File: src/rtl/ctech_lib_or_req_arbiter.sv
`default_nettype none
// ============================================================================
// Module   : ctech_lib_or_req_arbiter
// Purpose  : Round-robin arbiter sharing one downstream resource between N
//            requesters. Registered one-hot grant, held until acknowledged,
//            with an optional lock that keeps ownership across transfers.
// Options  : CTECH_LIB_OR_ARB_WDOG_EN - adds a hold watchdog that forces a
//            release after WDOG_CYC cycles without an acknowledge.
// Revision : 1.0 - initial release
// ============================================================================
module ctech_lib_or_req_arbiter #(
    parameter int N        = 4,
    parameter int IDX_W    = $clog2(N),
    parameter int WDOG_CYC = 16
) (
    input  logic             clk,
    input  logic             rst_b,
    input  logic [N-1:0]     req,
    input  logic             ack,
    input  logic             lock,
    output logic [N-1:0]     gnt,
    output logic             gnt_vld,
    output logic [IDX_W-1:0] gnt_idx,
    output logic             any_req,
    output logic             wdog_to
);

    // Elaboration-time guard on the legal parameter ranges.
    if (N < 2 || N > 16) begin : g_bad_n
        $error("ctech_lib_or_req_arbiter: N must be in 2..16");
    end
    if (WDOG_CYC < 2 || WDOG_CYC > 255) begin : g_bad_wdog
        $error("ctech_lib_or_req_arbiter: WDOG_CYC must be in 2..255");
    end

    localparam logic [N-1:0]     c_ONE      = N'(1);
    localparam logic [IDX_W-1:0] c_LAST_IDX = IDX_W'(N - 1);
    localparam logic [IDX_W:0]   c_N_EXT    = (IDX_W + 1)'(N);

    typedef enum logic [1:0] {
        S_IDLE   = 2'd0,
        S_GRANT  = 2'd1,
        S_LOCKED = 2'd2
    } state_t;

    state_t           r_state;
    logic [N-1:0]     r_gnt;
    logic [IDX_W-1:0] r_gnt_idx;
    logic [IDX_W-1:0] r_ptr;

    logic             w_busy;
    logic             w_any_req;
    logic             w_wdog_fire;
    logic             w_release;
    logic             w_withdraw;
    logic [IDX_W-1:0] w_next_ptr;
    logic [IDX_W-1:0] w_arb_ptr;
    logic [IDX_W-1:0] w_win_idx;
    logic             w_win_found;
    logic [N-1:0]     w_win_oh;

    assign w_any_req = |req;
    assign w_busy    = (r_state != S_IDLE);

    // Pointer after a release: one past the current winner, wrapping at N-1.
    assign w_next_ptr = (r_gnt_idx == c_LAST_IDX) ? '0 : r_gnt_idx + IDX_W'(1);

    // A release always re-arbitrates from the post-release pointer so the
    // outgoing winner becomes lowest priority; from IDLE the stored one is used.
    assign w_arb_ptr = w_busy ? w_next_ptr : r_ptr;

    // Acknowledge without lock, or a watchdog expiry, hands the resource on.
    assign w_release = w_busy && ((ack && !lock) || w_wdog_fire);

    // Only an unlocked grant may be abandoned by its requester; ack wins.
    assign w_withdraw = (r_state == S_GRANT) && !ack && !req[r_gnt_idx];

    // Circular first-one search starting at w_arb_ptr.
    always_comb begin
        logic [IDX_W:0] w_pos;
        w_pos       = '0;
        w_win_idx   = '0;
        w_win_found = 1'b0;
        for (int k = 0; k < N; k++) begin
            w_pos = {1'b0, w_arb_ptr} + (IDX_W + 1)'(k);
            if (w_pos >= c_N_EXT) begin
                w_pos = w_pos - c_N_EXT;
            end
            if (!w_win_found && req[w_pos[IDX_W-1:0]]) begin
                w_win_found = 1'b1;
                w_win_idx   = w_pos[IDX_W-1:0];
            end
        end
    end

    assign w_win_oh = c_ONE << w_win_idx;

`ifdef CTECH_LIB_OR_ARB_WDOG_EN
    localparam logic [7:0] c_WDOG_LAST = 8'(WDOG_CYC - 1);

    logic [7:0] r_wdog_cnt;

    // Forced release fires in the cycle the hold count reaches its limit.
    assign w_wdog_fire = w_busy && !ack && (r_wdog_cnt == c_WDOG_LAST);

    // Hold counter: counts unacknowledged busy cycles, cleared otherwise.
    always_ff @(posedge clk or negedge rst_b) begin
        if (!rst_b) begin
            r_wdog_cnt <= 8'd0;
        end else if (w_busy && !ack && !w_wdog_fire) begin
            r_wdog_cnt <= r_wdog_cnt + 8'd1;
        end else begin
            r_wdog_cnt <= 8'd0;
        end
    end

    assign wdog_to = w_wdog_fire;
`else
    assign w_wdog_fire = 1'b0;
    assign wdog_to     = 1'b0;
`endif

    // Arbitration state machine with registered grant, index and pointer.
    always_ff @(posedge clk or negedge rst_b) begin
        if (!rst_b) begin
            r_state   <= S_IDLE;
            r_gnt     <= '0;
            r_gnt_idx <= '0;
            r_ptr     <= '0;
        end else begin
            case (r_state)
                S_IDLE: begin
                    if (w_any_req) begin
                        r_gnt     <= w_win_oh;
                        r_gnt_idx <= w_win_idx;
                        r_state   <= S_GRANT;
                    end
                end
                S_GRANT, S_LOCKED: begin
                    if (w_release) begin
                        r_ptr <= w_next_ptr;
                        if (w_any_req) begin
                            r_gnt     <= w_win_oh;
                            r_gnt_idx <= w_win_idx;
                            r_state   <= S_GRANT;
                        end else begin
                            r_gnt   <= '0;
                            r_state <= S_IDLE;
                        end
                    end else if (ack && lock) begin
                        r_state <= S_LOCKED;
                    end else if (w_withdraw) begin
                        // Index keeps its last value while no grant is valid.
                        r_gnt   <= '0;
                        r_state <= S_IDLE;
                    end
                end
                default: begin
                    r_gnt   <= '0;
                    r_state <= S_IDLE;
                end
            endcase
        end
    end

    assign gnt     = r_gnt;
    assign gnt_vld = |r_gnt;
    assign gnt_idx = r_gnt_idx;
    assign any_req = w_any_req;

endmodule
`default_nettype wire

File: config.mk
export PLATFORM = sky130hd
export DESIGN_NAME = ctech_lib_or_req_arbiter
export DESIGN_NICKNAME = d
export VERILOG_FILES = /design/src/rtl/ctech_lib_or_req_arbiter.sv
export SDC_FILE = /design/constraint.sdc
export NUM_CORES = 1
export LEC_CHECK = 0
export ABC_AREA = 1
export BUFFER_PORTS_ARGS = -buffer_cell sky130_fd_sc_hd__buf_2
export CAP_MARGIN = 5
export CORE_UTILIZATION = 45
export DETAILED_ROUTE_END_ITERATION = 10
export PLACE_DENSITY = 0.69
export RECOVER_POWER = 100
export SYNTH_ARGS = -nofsm -noshare
export SYNTH_HDL_FRONTEND = slang
export SYNTH_SLANG_ARGS = --single-unit
File: constraint.sdc
create_clock -name clk -period 5.9 [get_ports clk]
set_clock_uncertainty 0.05 [all_clocks]
set_input_delay 0 -clock clk [delete_from_list [all_inputs] [get_ports clk]]
set_output_delay 0 -clock clk [all_outputs]
set_load 0.02 [all_outputs]
==> results of run 1 <==
## sequential cells by signal, indices dropped and copies added, names as in the netlist
name / flops
gnt_idx: 2
r_ptr: 2
gnt: 4
r_state: 2
## layout by cell type (no fill, tap or decap), drive strengths merged
| cell | netlist | layout |
|---|---|---|
| a21oi | 5 | 5 |
| dlygate4sd3 | 0 | 1 |
| a21boi | 1 | 1 |
| dfrtp | 10 | 10 |
| clkbuf | 0 | 13 |
| o21ai | 9 | 9 |
| nand2 | 57 | 57 |
| o211ai | 1 | 1 |
| nor3 | 2 | 2 |
| nand3 | 25 | 25 |
| a21o | 1 | 1 |
| buf | 3 | 6 |
| inv | 16 | 16 |
| ha | 4 | 4 |
| conb | 1 | 1 |
| or4 | 1 | 1 |
| nand4 | 3 | 3 |
| nor2 | 12 | 12 |
## logic make-up (layout without fill, tap and decap cells)
family | count (synthesis) | count (layout) | share of synthesized area
other | 1 | 1 | 0.00394
buffers and inverters | 19 | 36 | 0.0907
AOI/OAI and AO/OA | 17 | 17 | 0.101
adders and majority gates | 4 | 4 | 0.0526
and+or+nand+nor | 100 | 100 | 0.489
DFF | 10 | 10 | 0.263
## per-layer routing
layer | wire length (um) | vias up | share of wire
met2 | 1080 | 19 | 0.51
li1 | - | 525 | -
met5 | 0 | - | 0
met4 | 0 | 0 | 0
met1 | 980 | 452 | 0.46
met3 | 60 | 0 | 0.028
## cell type report
class / count / area, sq um / share of cell area
Sequential cell: 10 / 250 / 0.236
Tap cell: 27 / 33.8 / 0.0319
Inverter: 16 / 60.1 / 0.0567
Clock buffer: 4 / 36.3 / 0.0342
Multi-Input combinational cell: 122 / 606 / 0.571
Timing Repair Buffer: 16 / 73.8 / 0.0697
## worst max-delay path, delay by kind of cell (launching register included)
kind | cells | cell delay, ns
adders and majority gates | 1 | 0.29
DFF | 1 | 0.39
buffers and inverters | 1 | 0.10
and+or+nand+nor | 11 | 1.46
## through the flow
step	cells	hold slack (ns)	cell area, sq um
floorplan	151	-0.346	952
global placement	190	-0.172	1030
detailed placement	190	-0.180	1030
CTS	195	0.0323	1080
global route	195	0.119	1060
finish	195	0.0491	1060
## worst paths after layout
kind                             from       end  slack (ns)  depth (start not counted)
max in group asynchronous       rst_b    gnt[1]        5.28                          2
min in group asynchronous       rst_b  r_ptr[1]        0.17                          2
setup reg to reg           r_state[1]    gnt[0]        3.49                         13
setup / recovery           r_state[1]    gnt[0]        3.49                         13
hold / removal                   lock  r_ptr[1]        0.05                          4
hold reg to reg                gnt[2]    gnt[2]        0.46                          2
## timing repair
| item | 4_1_cts | 5_1_grt |
|---|---|---|
| hold buffers | 1 | 0 |
| endpoints found under the setup margin | 0 | 0 |
| endpoints found under the hold margin | 10 | 0 |
==> flow_summary.json, run 1 <==
{
  "dr.pass1.iters": 4,
  "cp_cell_sequence": "inv_1, ha_1, nand2_1, nand2_1, nand2_1, nand3_1, nand2_1, nor2_1, nand2_1, nand2_1, nand2_2, nand3_1, nand2_1",
  "start_util": 0.480,
  "grt_overflow_total": 0,
  "ys_warn_count": 0,
  "synth.avg_cell_area_sq_um": 6.31,
  "finish.utilization": 0.535,
  "yosysTopAreaCell": "dfrtp_1",
  "synth_cell_types": 22,
  "gp_congestion": 0.950,
  "netlist_instances": 151,
  "cp-end-kind": "flip-flop",
  "hold_viol": 0,
  "io_pins": 17,
  "ys_ff_latch": 10,
  "fin_nets": 181,
  "path_max_fanout": 11,
  "first_iter_violations": 30,
  "critPathLaunchType": "flip-flop",
  "post_cts_resized": 0,
  "top_usage_layer": "met2",
  "synth.top_cells.by_area": "dfrtp_1 26%, nand2_1 19%, nand3_1 12%",
  "cts-buffers-inserted": 3,
  "arrival_ns": 2.52,
  "grt_pass1_vias": 860,
  "antennaDiodeCount": 0,
  "synth_top_cell_area_share": 0.263,
  "yosysMostFrequentCell": "nand2_1",
  "drtAntennaViolNets": 0,
  "drt-vias-per-instance": 5.11,
  "core-area_sq_mm": 0.00198,
  "rsz0062_at_grt": "no",
  "worstSkewPairLatency_ns": 0.27,
  "wirelength_mm": 2.12,
  "critPathKind": "flip-flop to flip-flop",
  "wl_per_cell_um": 10.9,
  "die_x_um": 48,
  "grt_pass1_wl_mm": 3.39,
  "critPathSlowestCell": "dfrtp_1",
  "use_met3": 0.0226,
  "dieArea_sq_mm": 0.00230,
  "tightestPinTransition_ns": 0.533,
  "relSlewSlack": 0.644,
  "slew_violations": 0,
  "maxCapViolations": 0,
  "place_hpwl_mm": 1.71,
  "met2_usage": 0.349,
  "cp.required_ns": 6.01,
  "dpl_worst_slack_ns": 3.65,
  "grt_max_degree": 12,
  "synth_edf_count": 0,
  "cts.path.max_buffers": 2,
  "syn_nets": 163,
  "netlist_area_sq_um": 952,
  "use_met1": 0.273,
  "port_buffers": 15,
  "clk_pin_slew_worst_paths_ns": 0.07,
  "ys.flop_type": "dfrtp_1",
  "drive_gt1_frac": 0.137,
  "finalSetupTns_ns": 0,
  "status": "finished, final reports clean",
  "rows": 16,
  "clockRootBuffer": "clkbuf_4",
  "synth_common_cells": "49 x nand2_1, 22 x nand3_1, 15 x inv_1, 10 x dfrtp_1",
  "fin_crit_sh": 0.409,
  "grt.total_usage": 0.209,
  "ys_seq_area_frac": 0.263,
  "fill_cells": 202,
  "hold_path_class": "primary input to flip-flop",
  "clkSinkCount": 10,
  "htreeDepth": 1,
  "fp.dieH_um": 48,
  "post-cts-setup-buffers": 0,
  "areaGrowthSynthToFinish_pct": 11.3,
  "max_clock_freq_mhz": 414,
  "fin_crit_ns": 2.41,
  "timing.critical_path.slowest_cell_delay_ns": 0.39,
  "cts_tree": "built",
  "setup_viol": 0,
  "detail_route.drc_violations": 0,
  "critical_path.most_common_cell": "nand2_1",
  "antenna_found_initial": 0,
  "setup_slack_ns": 3.49,
  "synth-async-reset-ratio": 1.00,
  "vias": 996
}
Power of run 1 is left out: the tool's default activity adds up to more than one toggle a clock period on the data nets, which glitch-free logic cannot reach.
==> run 2: changes to the inputs <==
--- a/config.mk
+++ b/config.mk
@@ -5,12 +5,12 @@
 export SDC_FILE = /design/constraint.sdc
 export NUM_CORES = 1
 export LEC_CHECK = 0
-export ABC_AREA = 1
+export ABC_AREA = 0
 export BUFFER_PORTS_ARGS = -buffer_cell sky130_fd_sc_hd__buf_2
 export CAP_MARGIN = 5
 export CORE_UTILIZATION = 45
 export DETAILED_ROUTE_END_ITERATION = 10
-export PLACE_DENSITY = 0.69
+export PLACE_DENSITY = 0.7
 export RECOVER_POWER = 100
 export SYNTH_ARGS = -nofsm -noshare
 export SYNTH_HDL_FRONTEND = slang
==> constraint.sdc (replaced) <==
create_clock -name clk -period 2.45 [get_ports clk]
set_clock_uncertainty 0.05 [all_clocks]
set_input_delay 0 -clock clk [delete_from_list [all_inputs] [get_ports clk]]
set_output_delay 0 -clock clk [all_outputs]
set_load 0.02 [all_outputs]
==> run 2 against run 1 <==
The flow now finishes with violations (DRC). Critical path depth is 6 lower. Sequential share of layout area up 5.4 points. Final cell count shrank 42%. Wire length is 19% lower. Final area fell by 19%. Clock-buffer cell count down 1. Critical path type unchanged. Highest routed layer is now met4.
==> flow_summary.json, run 2 <==
{
  "vias": 666,
  "antenna_found_initial": 0,
  "r2r-start": "r_state[1]",
  "path_max_fanout": 10,
  "ys_seq_area_frac": 0.317,
  "synth_cell_types": 36,
  "grt_overflow_total": 0,
  "pwr-share-comb": 0.661,
  "ir_worst_vdd_mv": 0.556,
  "clk_pin_slew_worst_paths_ns": 0.07,
  "finalSetupTns_ns": 0,
  "rows": 14,
  "dpl_worst_slack_ns": 0.218,
  "grt.total_usage": 0.203,
  "port_buffers": 15,
  "power.switching_mw": 0.591,
  "synth_common_cells": "10 x dfrtp_1, 9 x nand2_1, 6 x nor2_1, 5 x nor2b_1",
  "wl_per_cell_um": 15.1,
  "power.density_mw_per_mm2": 1440,
  "io_pins": 17,
  "setup_slack_ns": 0.279,
  "synth_edf_count": 0,
  "cts-buffers-inserted": 3,
  "drive_gt1_frac": 0.194,
  "first_iter_violations": 11,
  "antennaDiodeCount": 0,
  "netlist_area_sq_um": 788,
  "place_hpwl_mm": 1.31,
  "status": "finished with violations",
  "cp.required_ns": 2.57,
  "p_int_mw": 0.649,
  "gp_congestion": 0.796,
  "slew_violations": 0,
  "grt_max_degree": 11,
  "dr.pass1.iters": 7,
  "hold_start": "lock",
  "final_cell_mix": "10 x dfrtp_1, 9 x nand2_1, 9 x clkbuf_1",
  "clockPowerShare": 0.095,
  "place_inst": 110,
  "netlist_instances": 82,
  "cts.path.max_buffers": 2,
  "fin_crit_sh": 0.886,
  "drt-vias-per-instance": 5.84,
  "start_util": 0.500,
  "yosysMostFrequentCell": "dfrtp_1",
  "relSlewSlack": 0.590,
  "synth.top_cells.by_area": "dfrtp_1 32%, ha_1 6.3%, nand2_1 4.3%",
  "critPathLaunch": "r_state[1]",
  "ys_ff_latch": 10,
  "place_area_sq_um": 860,
  "core-area_sq_mm": 0.00158,
  "arrival_ns": 2.29,
  "maxCapViolations": 0,
  "violations": "DRC",
  "hold_path_class": "primary input to flip-flop",
  "wirelength_mm": 1.72,
  "ys.flop_type": "dfrtp_1",
  "syn_nets": 94,
  "finalNonFillerCells": 114,
  "yosysTopAreaCell": "dfrtp_1",
  "rsz0062_at_grt": "no",
  "final_area_sq_um": 863,
  "hold_viol": 0,
  "max_clock_freq_mhz": 461,
  "fin_nets": 112,
  "post-cts-setup-buffers": 0,
  "critPathKind": "flip-flop to flip-flop",
  "tightestPinTransition_ns": 0.614,
  "synth-async-reset-ratio": 1.00,
  "dieArea_sq_mm": 0.00192,
  "htreeDepth": 1,
  "synth_top_cell_area_share": 0.317,
  "static-leakage-power_nw": 0.386,
  "setup_viol": 0,
  "worstSkewPairLatency_ns": 0.27,
  "final_common_cell": "dfrtp_1",
  "fin_crit_ns": 2.17,
  "p_sw_frac": 0.476,
  "cp-end-kind": "flip-flop",
  "grt_pass1_wl_mm": 2.81,
  "fp.dieH_um": 43.9,
  "seqPwrFrac": 0.244,
  "critPathLaunchType": "flip-flop",
  "areaGrowthSynthToFinish_pct": 9.52,
  "cts_tree": "built",
  "clockRootBuffer": "clkbuf_4",
  "ys_warn_count": 0,
  "clkSinkCount": 10,
  "grt_pass1_vias": 624,
  "synth.avg_cell_area_sq_um": 9.61,
  "drtAntennaViolNets": 0,
  "largest_reg_flops": 4,
  "die_x_um": 43.9,
  "fill_cells": 165,
  "detail_route.drc_violations": 1
}
## run 2: power by group through the flow
stage	clock network [mW]	registers, mW	logic (mW)
detailed placement	0	0.305	0.854
global route	0.131	0.313	0.899
CTS	0.119	0.302	0.862
finish	0.117	0.303	0.819
floorplan	0	0.330	0.662
global placement	0	0.299	0.841
## run 2: cells by family after synthesis
logic type / after synthesis / synth area share
AO/OA/AOI/OAI: 20 / 0.216
adder cells (fa/ha/maj): 4 / 0.0635
AND/OR/NAND/NOR: 32 / 0.235
flip-flops: 10 / 0.317
other: 1 / 0.00476
buffers and inverters: 7 / 0.0492
multiplexers: 8 / 0.114
## run 2: layout make-up
type                            instances  area, sq um  area share
Clock buffer                            3         22.5      0.0261
Inverter                                4         15.0      0.0174
Multi-Input combinational cell         65          482       0.558
Sequential cell                        10          250       0.290
Tap cell                               16         20.0      0.0232
Timing Repair Buffer                   16         73.8      0.0855
## run 2: critical path: stages (launching register included)
cell,delay (ns)
dfrtp_1,0.39
inv_1,0.11
ha_2,0.29
mux2i_1,0.37
mux2i_1,0.23
o2111ai_1,0.17
nand2b_1,0.20
o31ai_1,0.27
## run 2: per-layer routing
metal  vias to the layer above  global-route usage  wire length, um
li1                        333                   -                -
met1                       316               0.271              878
met2                        15               0.328              767
met3                         2              0.0375               56
met4                         0              0.0727               14
met5                         -                   0                0
## run 2: path summary, 6_finish.rpt
check | to | cells after the start | slack [ns]
setup reg to reg | gnt[3] | 7 | 0.28
setup / recovery | gnt[3] | 7 | 0.28
max in group asynchronous | gnt[1] | 2 | 1.76
hold reg to reg | r_ptr[1] | 1 | 0.50
hold / removal | r_state[1] | 5 | 0.12
min in group asynchronous | r_ptr[0] | 2 | 0.19
## run 2: what timing repair did
| item | CTS | global route |
|---|---|---|
| gates resized for setup | 0 | 1 |
| hold buffers | 1 | 0 |
| setup endpoints to repair | 0 | 1 |
| hold endpoints to repair | 10 | 0 |
## run 2: metrics by stage
step	utilization	hold slack [ns]	power [mW]
3_5_place_dp	0.545	-0.168	1.16
4_1_cts	0.566	0.0724	1.28
3_3_place_gp	0.545	-0.172	1.14
6_report	0.548	0.120	1.24
5_1_grt	0.548	0.158	1.34
2_1_floorplan	-	-0.346	0.992
Power figures use the tool's default switching activity.
